`src/rtl/vector_item_packer.sv`:
```
// vector_item_packer: gathers L-bit items into a vector of I slots and hands the
// complete vector to a consumer with a valid/ready handshake.
// The optional early-close feature is enabled by defining VECTOR_ITEM_PACKER_FLUSH_EN.
// Without that macro the flush input is present but ignored.
// out_count and the write pointer are 5 bits wide, so I must stay in the range 1..31.
module vector_item_packer #(
  parameter int I = 20,
  parameter int L = 32
) (
  input  logic                clk,
  input  logic                rst_n,
  input  logic [L-1:0]        in_item,
  input  logic                in_valid,
  output logic                in_ready,
  input  logic                flush,
  output logic [I-1:0][L-1:0] out_vector,
  output logic [4:0]          out_count,
  output logic                out_valid,
  input  logic                out_ready
);

  typedef enum logic {
    FILL = 1'b0,
    HOLD = 1'b1
  } state_t;

  localparam logic [4:0] LAST = 5'(I - 1);

  state_t state;
  state_t state_next;

  logic [4:0] wr_ptr;
  logic [4:0] wr_ptr_next;
  logic [4:0] count_q;
  logic [4:0] count_next;

  logic [I-1:0][L-1:0] vector_q;
  logic [I-1:0][L-1:0] vector_next;

  logic accept;
  logic release_vec;
  logic close_full;
  logic close_flush;

  // State register; reset abandons any partial or pending vector immediately
  always_ff @(posedge clk or negedge rst_n) begin
    if (!rst_n) begin
      state <= FILL;
    end else begin
      state <= state_next;
    end
  end

  // Next-state and handshake decode; in_ready/out_valid depend on state alone
  always_comb begin
    state_next  = state;
    in_ready    = 1'b0;
    out_valid   = 1'b0;
    accept      = 1'b0;
    release_vec = 1'b0;
    close_full  = 1'b0;
    close_flush = 1'b0;
    case (state)
      FILL: begin
        in_ready   = 1'b1;
        accept     = in_valid;
        close_full = in_valid && (wr_ptr == LAST);
`ifdef VECTOR_ITEM_PACKER_FLUSH_EN
        close_flush = flush && (in_valid || (wr_ptr != 5'd0));
`endif
        if (close_full || close_flush) begin
          state_next = HOLD;
        end
      end
      HOLD: begin
        out_valid   = 1'b1;
        release_vec = out_ready;
        if (out_ready) begin
          state_next = FILL;
        end
      end
      default: begin
        state_next = FILL;
      end
    endcase
  end

`ifndef VECTOR_ITEM_PACKER_FLUSH_EN
  logic unused_flush;
  assign unused_flush = flush;
`endif

  // Datapath next values: write the accepted item, advance the pointer and count,
  // clear the unused tail on an early close, and rewind both on release
  always_comb begin
    wr_ptr_next = wr_ptr;
    count_next  = count_q;
    vector_next = vector_q;
    if (accept) begin
      count_next = count_q + 5'd1;
      if (wr_ptr != LAST) begin
        wr_ptr_next = wr_ptr + 5'd1;
      end
    end
    for (int k = 0; k < I; k++) begin
      if (accept && (5'(k) == wr_ptr)) begin
        vector_next[k] = in_item;
      end else if (close_flush && (5'(k) >= count_next)) begin
        vector_next[k] = '0;
      end
    end
    if (release_vec) begin
      wr_ptr_next = 5'd0;
      count_next  = 5'd0;
    end
  end

  // Datapath registers; reset clears every slot
  always_ff @(posedge clk or negedge rst_n) begin
    if (!rst_n) begin
      wr_ptr   <= 5'd0;
      count_q  <= 5'd0;
      vector_q <= '0;
    end else begin
      wr_ptr   <= wr_ptr_next;
      count_q  <= count_next;
      vector_q <= vector_next;
    end
  end

  assign out_vector = vector_q;
  assign out_count  = count_q;

  wr_ptr_in_range: assert property (@(posedge clk) disable iff (!rst_n)
    wr_ptr <= LAST);

  count_in_range: assert property (@(posedge clk) disable iff (!rst_n)
    count_q <= 5'(I));

  hold_is_stable: assert property (@(posedge clk) disable iff (!rst_n)
    (out_valid && !out_ready) |=> (out_valid && $stable(out_vector) && $stable(out_count)));

endmodule

```
`config.mk`:
```
export PLATFORM = sky130hd
export DESIGN_NAME = vector_item_packer
export DESIGN_NICKNAME = d
export VERILOG_FILES = /design/src/rtl/vector_item_packer.sv
export SDC_FILE = /design/constraint.sdc
export NUM_CORES = 1
export LEC_CHECK = 0
export ABC_AREA = 1
export BUFFER_PORTS_ARGS = -buffer_cell sky130_fd_sc_hd__buf_2
export CORE_AREA = 2 2 264 266
export CTS_CLUSTER_DIAMETER = 60
export DETAILED_ROUTE_END_ITERATION = 8
export DIE_AREA = 0 0 266 268
export PLACE_DENSITY = 0.62
export SYNTH_ARGS = -nofsm -noshare
export SYNTH_HDL_FRONTEND = slang
export SYNTH_SLANG_ARGS = --single-unit
```
`constraint.sdc`:
```
create_clock -name clk -period 2.29 [get_ports clk]
set_input_delay 0.229 -clock clk [delete_from_list [all_inputs] [get_ports clk]]
set_output_delay 0.229 -clock clk [all_outputs]
set_load 0.02 [all_outputs]
```
-- Word-level counts from Yosys, hierarchy flattened
Cells that the tools add are included.
- add/subtract/negate cells: 2
- equal/unequal tests: 21
- multiplexer cells: 12
- bitwise operators: 1
- reductions and logical operators: 25
- operator list (kind ; count):
    == test 4 x 5 -> 1 bit (first input constant) ; 8
    2-to-1 mux 5 bit ; 5
    logical AND 1 bit ; 21
    == test 3 x 5 -> 1 bit (first input constant) ; 4
    == test 5 bit (first input constant) ; 4
    adder 5 x 1 -> 5 bit (second input constant) ; 2
    == test 2 x 5 -> 1 bit (first input constant) ; 2
    2-to-1 mux 1 bit ; 6
    == test 1 x 5 -> 1 bit (first input constant) ; 1
    == test 5 bit (second input constant) ; 1
    logical NOT 5 bit ; 1
    inequality test 5 bit (second input constant) ; 1
    nonzero test 2 bit ; 2
    case mux 1 bit (2 select lines) ; 1
    AND reduction 2 bit ; 1
    inverter 1 bit ; 1
- register bits: 651
- bits of input ports: 37
- output and inout bits: 647
- logic and storage cells: 84

-- Longest topological paths before layout
Gate-level depths: netlist (run 1).
- depth in word-level cells: 4
- depth in mapped cells: 9
- mapped depth without buffers: 7

-- Worst setup path before layout (run 1)
No wires, ideal clock.
- path kind: register -> register
- start: reg wr_ptr[0]
- end: reg vector_q (netlist bit out_vector[480])
- setup time: 133 ps
- arrival: 1710 ps
- required time: 2157 ps
- setup slack: 447 ps
- stages on the path, launching flop included: 9
- buffers on the path: 2
- clock period less this slack: 1843 ps
- path through: dfrtp_1 -> ha_1 -> buf_2 -> inv_1 -> nor2_1 -> ha_1 -> nand2_1 -> clkbuf_1 -> o21ai_0
- cells in the longest elaborated chain, start to end: 2
- RTL lines (what ; RTL line ; RTL):
    from (decl) ; 32 ; logic [4:0] wr_ptr;
    from (signal assigned) ; 125 ; wr_ptr <= wr_ptr_next;
    == test 4 x 5 -> 1 bit ; 106 ; if (accept && (5'(k) == wr_ptr)) begin
    logical AND 1 bit ; 106 ;
    to (signal assigned) ; 127 ; vector_q <= vector_next;
    to (decl) ; 37 ; logic [I-1:0][L-1:0] vector_q;
Every way passes these cells.
A chain may end at the register's enable or synchronous reset.

-- Final worst setup path (run 1)
- start: reg wr_ptr[1]
- end: reg vector_q (netlist bit out_vector[553])
- cells in the longest elaborated chain, start to end: 2
- RTL lines (what ; RTL line):
    == test 5 bit ; 106
    logical AND 1 bit ; 106
Every way passes these cells.

==> key figures, run 1 <==
Run status
  – Status: finished, final reports clean

Critical path
  – Crit-path leading delay family: buffers and inverters
  – Register-to-Register Path Depth: 7
  – CP endpoint: out_vector[553]
  – CP max-delay cell: buf_4
  – Levels on crit path: 7
  – Critical path peak fanout: 64
  – Crit. End Element: register
  – R2R Setup Slk: 250 ps
  – WP buf/inv: 3
  – RR Endpoint: out_vector[553]
  – CP required: 2730 ps
  – WS Path Type: register to register
  – Worst EP arrival: 2480 ps
  – CP dominant cell by count: inv_1
  – Critical path origin: wr_ptr[1]
  – CP startpoint kind: register
  – R2R Path Start: wr_ptr[1]
  – Biggest cell delay along the critical path: 530 ps
  – Critical-path cell list: inv_1 -> ha_1 -> inv_1 -> nor2_2 -> nand2_2 -> buf_4 -> o21ai_0

Synth
  – Mapped cell area: 0.0248 mm^2
  – Unique masters post-synth: 24
  – Gate Count Post-Synth: 2,601
  – Syn Nets: 2,644
  – Proportion of netlist area held by the largest area contributor: 65.7%
  – Seq/Total Area, Yosys: 65.7%
  – Synth area leaders: dfrtp_1, nand2_1, o21ai_0
  – Synth warn: 0
  – Syn Area/Cell: 9.53 um^2
  – Largest area contributor in the netlist: dfrtp_1
  – Yosys reg bits: 651

Clocking
  – Clk buf depth: 3
  – Total CTS buffers: 73
  – Root buffer selected by CTS: clkbuf_16
  – Clock transition at path regs: 60 ps
  – Post-CTS Setup Bufs: 0
  – Hold-fix buffers, CTS: 8
  – TritonCTS clock tree: done
  – Clk sinks: 651
  – Clock Latency Late Sink: 620 ps
  – Htree depth: 3
  – Post-CTS sizing: 0

Drt
  – DRC: 0
  – Post-Route WL: 95,600 um
  – Post-route ant nets: 0
  – Vias/cell: 5.13
  – Drt pass-1 iters: 5
  – Wire per inst: 22.8 um
  – Initial drt markers: 2,137
  – Vias: 21,500

STA
  – Setup_tns: 0 ps
  – Worst slew margin: 48.6%
  – Maximum clock rate: 490 MHz
  – # setup viols final: 0
  – RSZ-0062 raised after global routing: false
  – Hold violation total from the final report: 0
  – Min Tclk post-route: 2040 ps
  – Max Clock Skew: 35.0 ps
  – Worst-margin pin slew: 772 ps
  – Max Slew Vio Count: 0
  – Tcrit/Tclk final: 89.1%

Placement
  – RD Place Congestion: 0.861
  – HPWL Detailed: 64,500 um
  – Port buffer count: 682

GRT
  – M2 GR Usage: 40.2%
  – Largest net degree at the start of global routing: 98
  – Initial antenna violation count: 3
  – Busiest grt layer: met2
  – GR Util met1: 35.1%
  – GRT Overall Usage: 26.3%
  – Vias in the first global route: 20,300
  – First-pass GRT wire length: 140,000 um
  – Remaining Overflow, GRT: 0
  – Met3 usage: 8.67%

Layout
  – Layout cell share with drive strength beyond 1: 27.6%
  – Sequential Area: 0.0163 mm^2
  – Layout area overhead: 28.8%
  – Commonest non-fill, non-tap cell in the layout: nand2_1
  – Commonest cells after routing, fill and taps aside: nand2_1, buf_2, dfrtp_1
  – FILL cells: 6,488
  – Multi-input logic area: 0.00752 mm^2
  – Fin nets: 3,288

Flow run
  – Total of max-cap violations: 0

Power and ir drop
  – Clk pwr share: 24.6%
  – P_int: 28,500 uW
  – Post-layout power: 49,600 uW
  – Sequential Power Share: 37.2%
  – Net Sw Frac: 42.6%
  – Leakage: 0.0177 uW
  – Peak VDD IR: 0.000749 V
  – Sw power: 21,100 uW
  – Pwr/cell area: 1550 mW/mm^2
  – Combinational power share: 38.2%

Die
  – Die ar.: 0.0713 mm^2
  – FP Rows: 96
  – Initial core utilization: 36.3%
  – I/O Pins: 684
  – Core ar.: 0.0682 mm^2
  – Die Y: 268 um
  – Die Wd: 266 um

Min path
  – Hold crit path type: primary input to register
[final cells by class]
| class | instances | share of cell area (%) |
|---|---|---|
| Clock buffer | 108 | 6.69 |
| Clock inverter | 24 | 1.26 |
| Inverter | 51 | 0.615 |
| Multi-Input combinational cell | 1701 | 23.5 |
| Sequential cell | 651 | 51.0 |
| Timing Repair Buffer | 767 | 13.4 |
| Tap cell | 882 | 3.45 |
| Antenna cell | 2 | 0.0157 |
[synth_stat cells (all sizes together)]
library cell / count
a21oi: 3
buf: 69
clkbuf: 129
clkinv: 1
dfrtp: 651
ha: 6
inv: 50
nand2: 1008
nand3: 232
nand4: 64
nor2: 23
nor3: 8
o21ai: 356
o22ai: 1
[flip-flops by register name, indices dropped and copies added (netlist names)]
name,flops
state,1
out_count,5
out_vector,640
wr_ptr,5
[worst min path at each step]
stage                 from              end  slack [ps]  cells past startpoint
2_1_floorplan        rst_n     out_count[0]         -70                      0
3_3_place_gp         rst_n   out_vector[47]         250                      1
3_5_place_dp         rst_n  out_vector[526]         250                      1
4_1_cts        in_item[27]  out_vector[635]         0.9                      3
5_1_grt        in_item[25]  out_vector[633]          20                      3
6_report       in_item[27]  out_vector[635]          30                      3
[layer usage]
metal | vias up | wire length, um
met5 | - | 27
met4 | 4 | 3390
met3 | 168 | 9450
met2 | 983 | 43400
met1 | 10600 | 39400
li1 | 9728 | -
[cell families (layout without fill, tap and decap cells)]
family          after synthesis  in the layout  synth area share (%)
simple gates               1335           1335                  22.6
flops                       651            651                  65.7
compound gates              360            360                  7.27
buf+inv                     249            950                  4.15
fa+ha+maj                     6              6                 0.303
other cells                   0              2                     0
[worst reg2reg max path: cells and delay by family (launching register included)]
| family | cells | cell delay (ps) |
|---|---|---|
| fa+ha+maj | 1 | 180 |
| compound gates | 1 | 230 |
| buf+inv | 3 | 840 |
| flops | 1 | 430 |
| simple gates | 2 | 180 |
[through the flow]
step	std cells	utilization, %	cell area (um^2)	setup WS [ps]	hold WS, ps
global route	4184	46.8	31900	58.7	16.6
CTS	4184	46.8	31900	234	0.851
detailed placement	4044	43.0	29300	268	252
floorplan	2601	-	24800	447	-66.6
finish	4186	46.8	31900	251	31.9
global placement	4044	43.0	29300	286	250
[power by group through the flow]
stage | clock network (uW) | logic, uW | registers [uW]
detailed placement | 0 | 19000 | 18500
CTS | 12400 | 19000 | 18400
finish | 12200 | 18900 | 18500
global placement | 0 | 18700 | 18400
floorplan | 0 | 5230 | 23900
global route | 12900 | 20400 | 19000
Note: power is estimated with default switching activity, not from simulation.
==> run 2: changes to the inputs <==
--- a/config.mk
+++ b/config.mk
@@ -11,6 +11,7 @@
 export CTS_CLUSTER_DIAMETER = 60
 export DETAILED_ROUTE_END_ITERATION = 8
 export DIE_AREA = 0 0 266 268
+export MAX_ROUTING_LAYER = met4
 export PLACE_DENSITY = 0.62
 export SYNTH_ARGS = -nofsm -noshare
 export SYNTH_HDL_FRONTEND = slang
==> run 2 against run 1 <==
  * Final cell count about the same
  * Clock skew decreased by 1.0 ps
  * Setup slack got worse by 3.7 ps
  * Final area about the same
  * Utilization about the same
  * Sequential power about the same
  * Sequential share of layout area about the same
  * Combinational power about the same
  * Hold slack improved by 6.6 ps
  * Largest power group unchanged
  * Flip-flop and latch count unchanged
  * Clock-buffer cell count unchanged
==> key figures, run 2 (synthesized netlist as in run 1, its figures left out) <==
Run status
  – Status: finished, final reports clean

STA
  – Worst slew margin: 48.9% (+0.37 points)
  – Hold violation total from the final report: 0 (unchanged)
  – Max Slew Vio Count: 0 (unchanged)
  – Worst-margin pin slew: 766 ps (-5.60 ps)
  – Min Tclk post-route: 2040 ps (+3.75 ps)
  – Setup_tns: 0 ps (unchanged)
  – Maximum clock rate: 489 MHz (-0.18%)
  – Max Clock Skew: 34.0 ps (-1.04 ps)
  – Tcrit/Tclk final: 89.2% (+0.16 points)
  – RSZ-0062 raised after global routing: false
  – # setup viols final: 0 (unchanged)

Clocking
  – TritonCTS clock tree: done
  – Clock transition at path regs: 60 ps (about the same)
  – Post-CTS sizing: 0 (unchanged)
  – Post-CTS Setup Bufs: 0 (unchanged)
  – Hold-fix buffers, CTS: 8 (unchanged)
  – Clk buf depth: 3 (unchanged)
  – Clock Latency Late Sink: 620 ps (about the same)
  – Total CTS buffers: 73 (unchanged)
  – Root buffer selected by CTS: clkbuf_16
  – Clk sinks: 651 (unchanged)
  – Htree depth: 3 (unchanged)

Drt
  – Drt pass-1 iters: 5 (unchanged)
  – Vias: 21,500 (-0.065%)
  – Post-route ant nets: 0 (unchanged)
  – Initial drt markers: 2,015 (-5.7%)
  – Vias/cell: 5.13 (about the same)
  – Wire per inst: 22.9 um (+0.18%)
  – Post-Route WL: 95,800 um (+0.21%)
  – DRC: 0 (unchanged)

Critical path
  – CP startpoint kind: register
  – Crit. End Element: register
  – WS Path Type: register to register
  – CP required: 2730 ps (about the same)
  – Worst EP arrival: 2490 ps (about the same)
  – Critical path peak fanout: 64 (unchanged)

Power and ir drop
  – Leakage: 0.0177 uW (unchanged)
  – Post-layout power: 49,700 uW (about the same)
  – Combinational power share: 38.2% (about the same)
  – Sw power: 21,100 uW (about the same)
  – Net Sw Frac: 42.6% (about the same)
  – Peak VDD IR: 0.000750 V (+0.11%)
  – Pwr/cell area: 1550 mW/mm^2 (about the same)
  – P_int: 28,500 uW (about the same)
  – Sequential Power Share: 37.2% (about the same)
  – Clk pwr share: 24.6% (about the same)

Layout
  – Fin nets: 3,288 (unchanged)
  – Number of flip-flops in the largest register: 640 (unchanged)
  – Layout cell share with drive strength beyond 1: 27.6% (unchanged)
  – Commonest cells after routing, fill and taps aside: nand2_1, buf_2, dfrtp_1
  – Layout area overhead: 28.9% (about the same)
  – Commonest non-fill, non-tap cell in the layout: nand2_1

Die
  – Die ar.: 0.0713 mm^2 (unchanged)
  – Die Wd: 266 um (unchanged)
  – Die Y: 268 um (unchanged)
  – Initial core utilization: 36.3% (unchanged)
  – I/O Pins: 684 (unchanged)
  – FP Rows: 96 (unchanged)
  – Core ar.: 0.0682 mm^2 (unchanged)

GRT
  – Vias in the first global route: 20,300 (+0.044%)
  – Initial antenna violation count: 3 (unchanged)
  – First-pass GRT wire length: 140,000 um (about the same)
  – Remaining Overflow, GRT: 0 (unchanged)
  – GRT Overall Usage: 27.1% (+0.81 points)
  – Largest net degree at the start of global routing: 98 (unchanged)

Placement
  – Port buffer count: 682 (unchanged)
  – HPWL Detailed: 64,500 um (unchanged)
  – RD Place Congestion: 0.875 (+1.6%)

Flow run
  – Total of max-cap violations: 0 (unchanged)

Min path
  – Hold crit path type: primary input to register
[run 2: changes by cell type in the layout (fill, tap and decap cells not counted), sizes merged]
cell and delta:
diode +1
[run 2: path summary, 6_finish.rpt]
check | from | to | slack (ps) | cells past startpoint
setup / recovery | wr_ptr[1] | out_vector[553] | 250 | 7
hold / removal | in_item[27] | out_vector[635] | 40 | 3
setup reg to reg | wr_ptr[1] | out_vector[553] | 250 | 7
hold reg to reg | out_vector[176] | out_vector[176] | 460 | 2
max in group asynchronous | rst_n | out_vector[241] | 1150 | 3
min in group asynchronous | rst_n | out_vector[526] | 170 | 2
[run 2: power groups by stage]
stage	Sequential (uW)	Combinational (uW)	Clock (uW)
CTS	18400	19000	12400
global route	19000	20400	12900
detailed placement	18500	19000	0
global placement	18400	18700	0
floorplan	23900	5230	0
finish	18500	19000	12200
[run 2: area by class of cell]
cell class                      instances  area [um^2]
Timing Repair Buffer                  767         4290
Clock buffer                          108         2140
Clock inverter                         24          404
Antenna cell                            3         7.51
Tap cell                              882         1100
Inverter                               51          196
Sequential cell                       651        16300
Multi-Input combinational cell       1701         7520
Fill cell                            6490        36300
[run 2: worst max-delay path, stage by stage, from the launching register on]
cell and delay [ps]:
dfrtp_1 430, inv_1 90, ha_1 180, inv_1 220, nor2_2 110, nand2_2 70
buf_4 530, o21ai_0 190
[run 2: layer usage]
layer,routed length [um],track usage [%]
met2,43400,40.2
met5,0,-
met1,39400,35.0
met3,9480,8.72
met4,3460,9.46
[run 2: stage by stage]
step                      cells  setup slack (ps)  cell area (um^2)  util, %  hold WS [ps]
after global placement     4044               286             29300     43.0           250
after CTS                  4184               234             31900     46.8         0.851
after floorplan            2601               447             24800        -         -66.6
final                      4187               247             32000     46.8          38.6
after detailed placement   4044               268             29300     43.0           252
after global routing       4186              63.4             31900     46.8          19.5
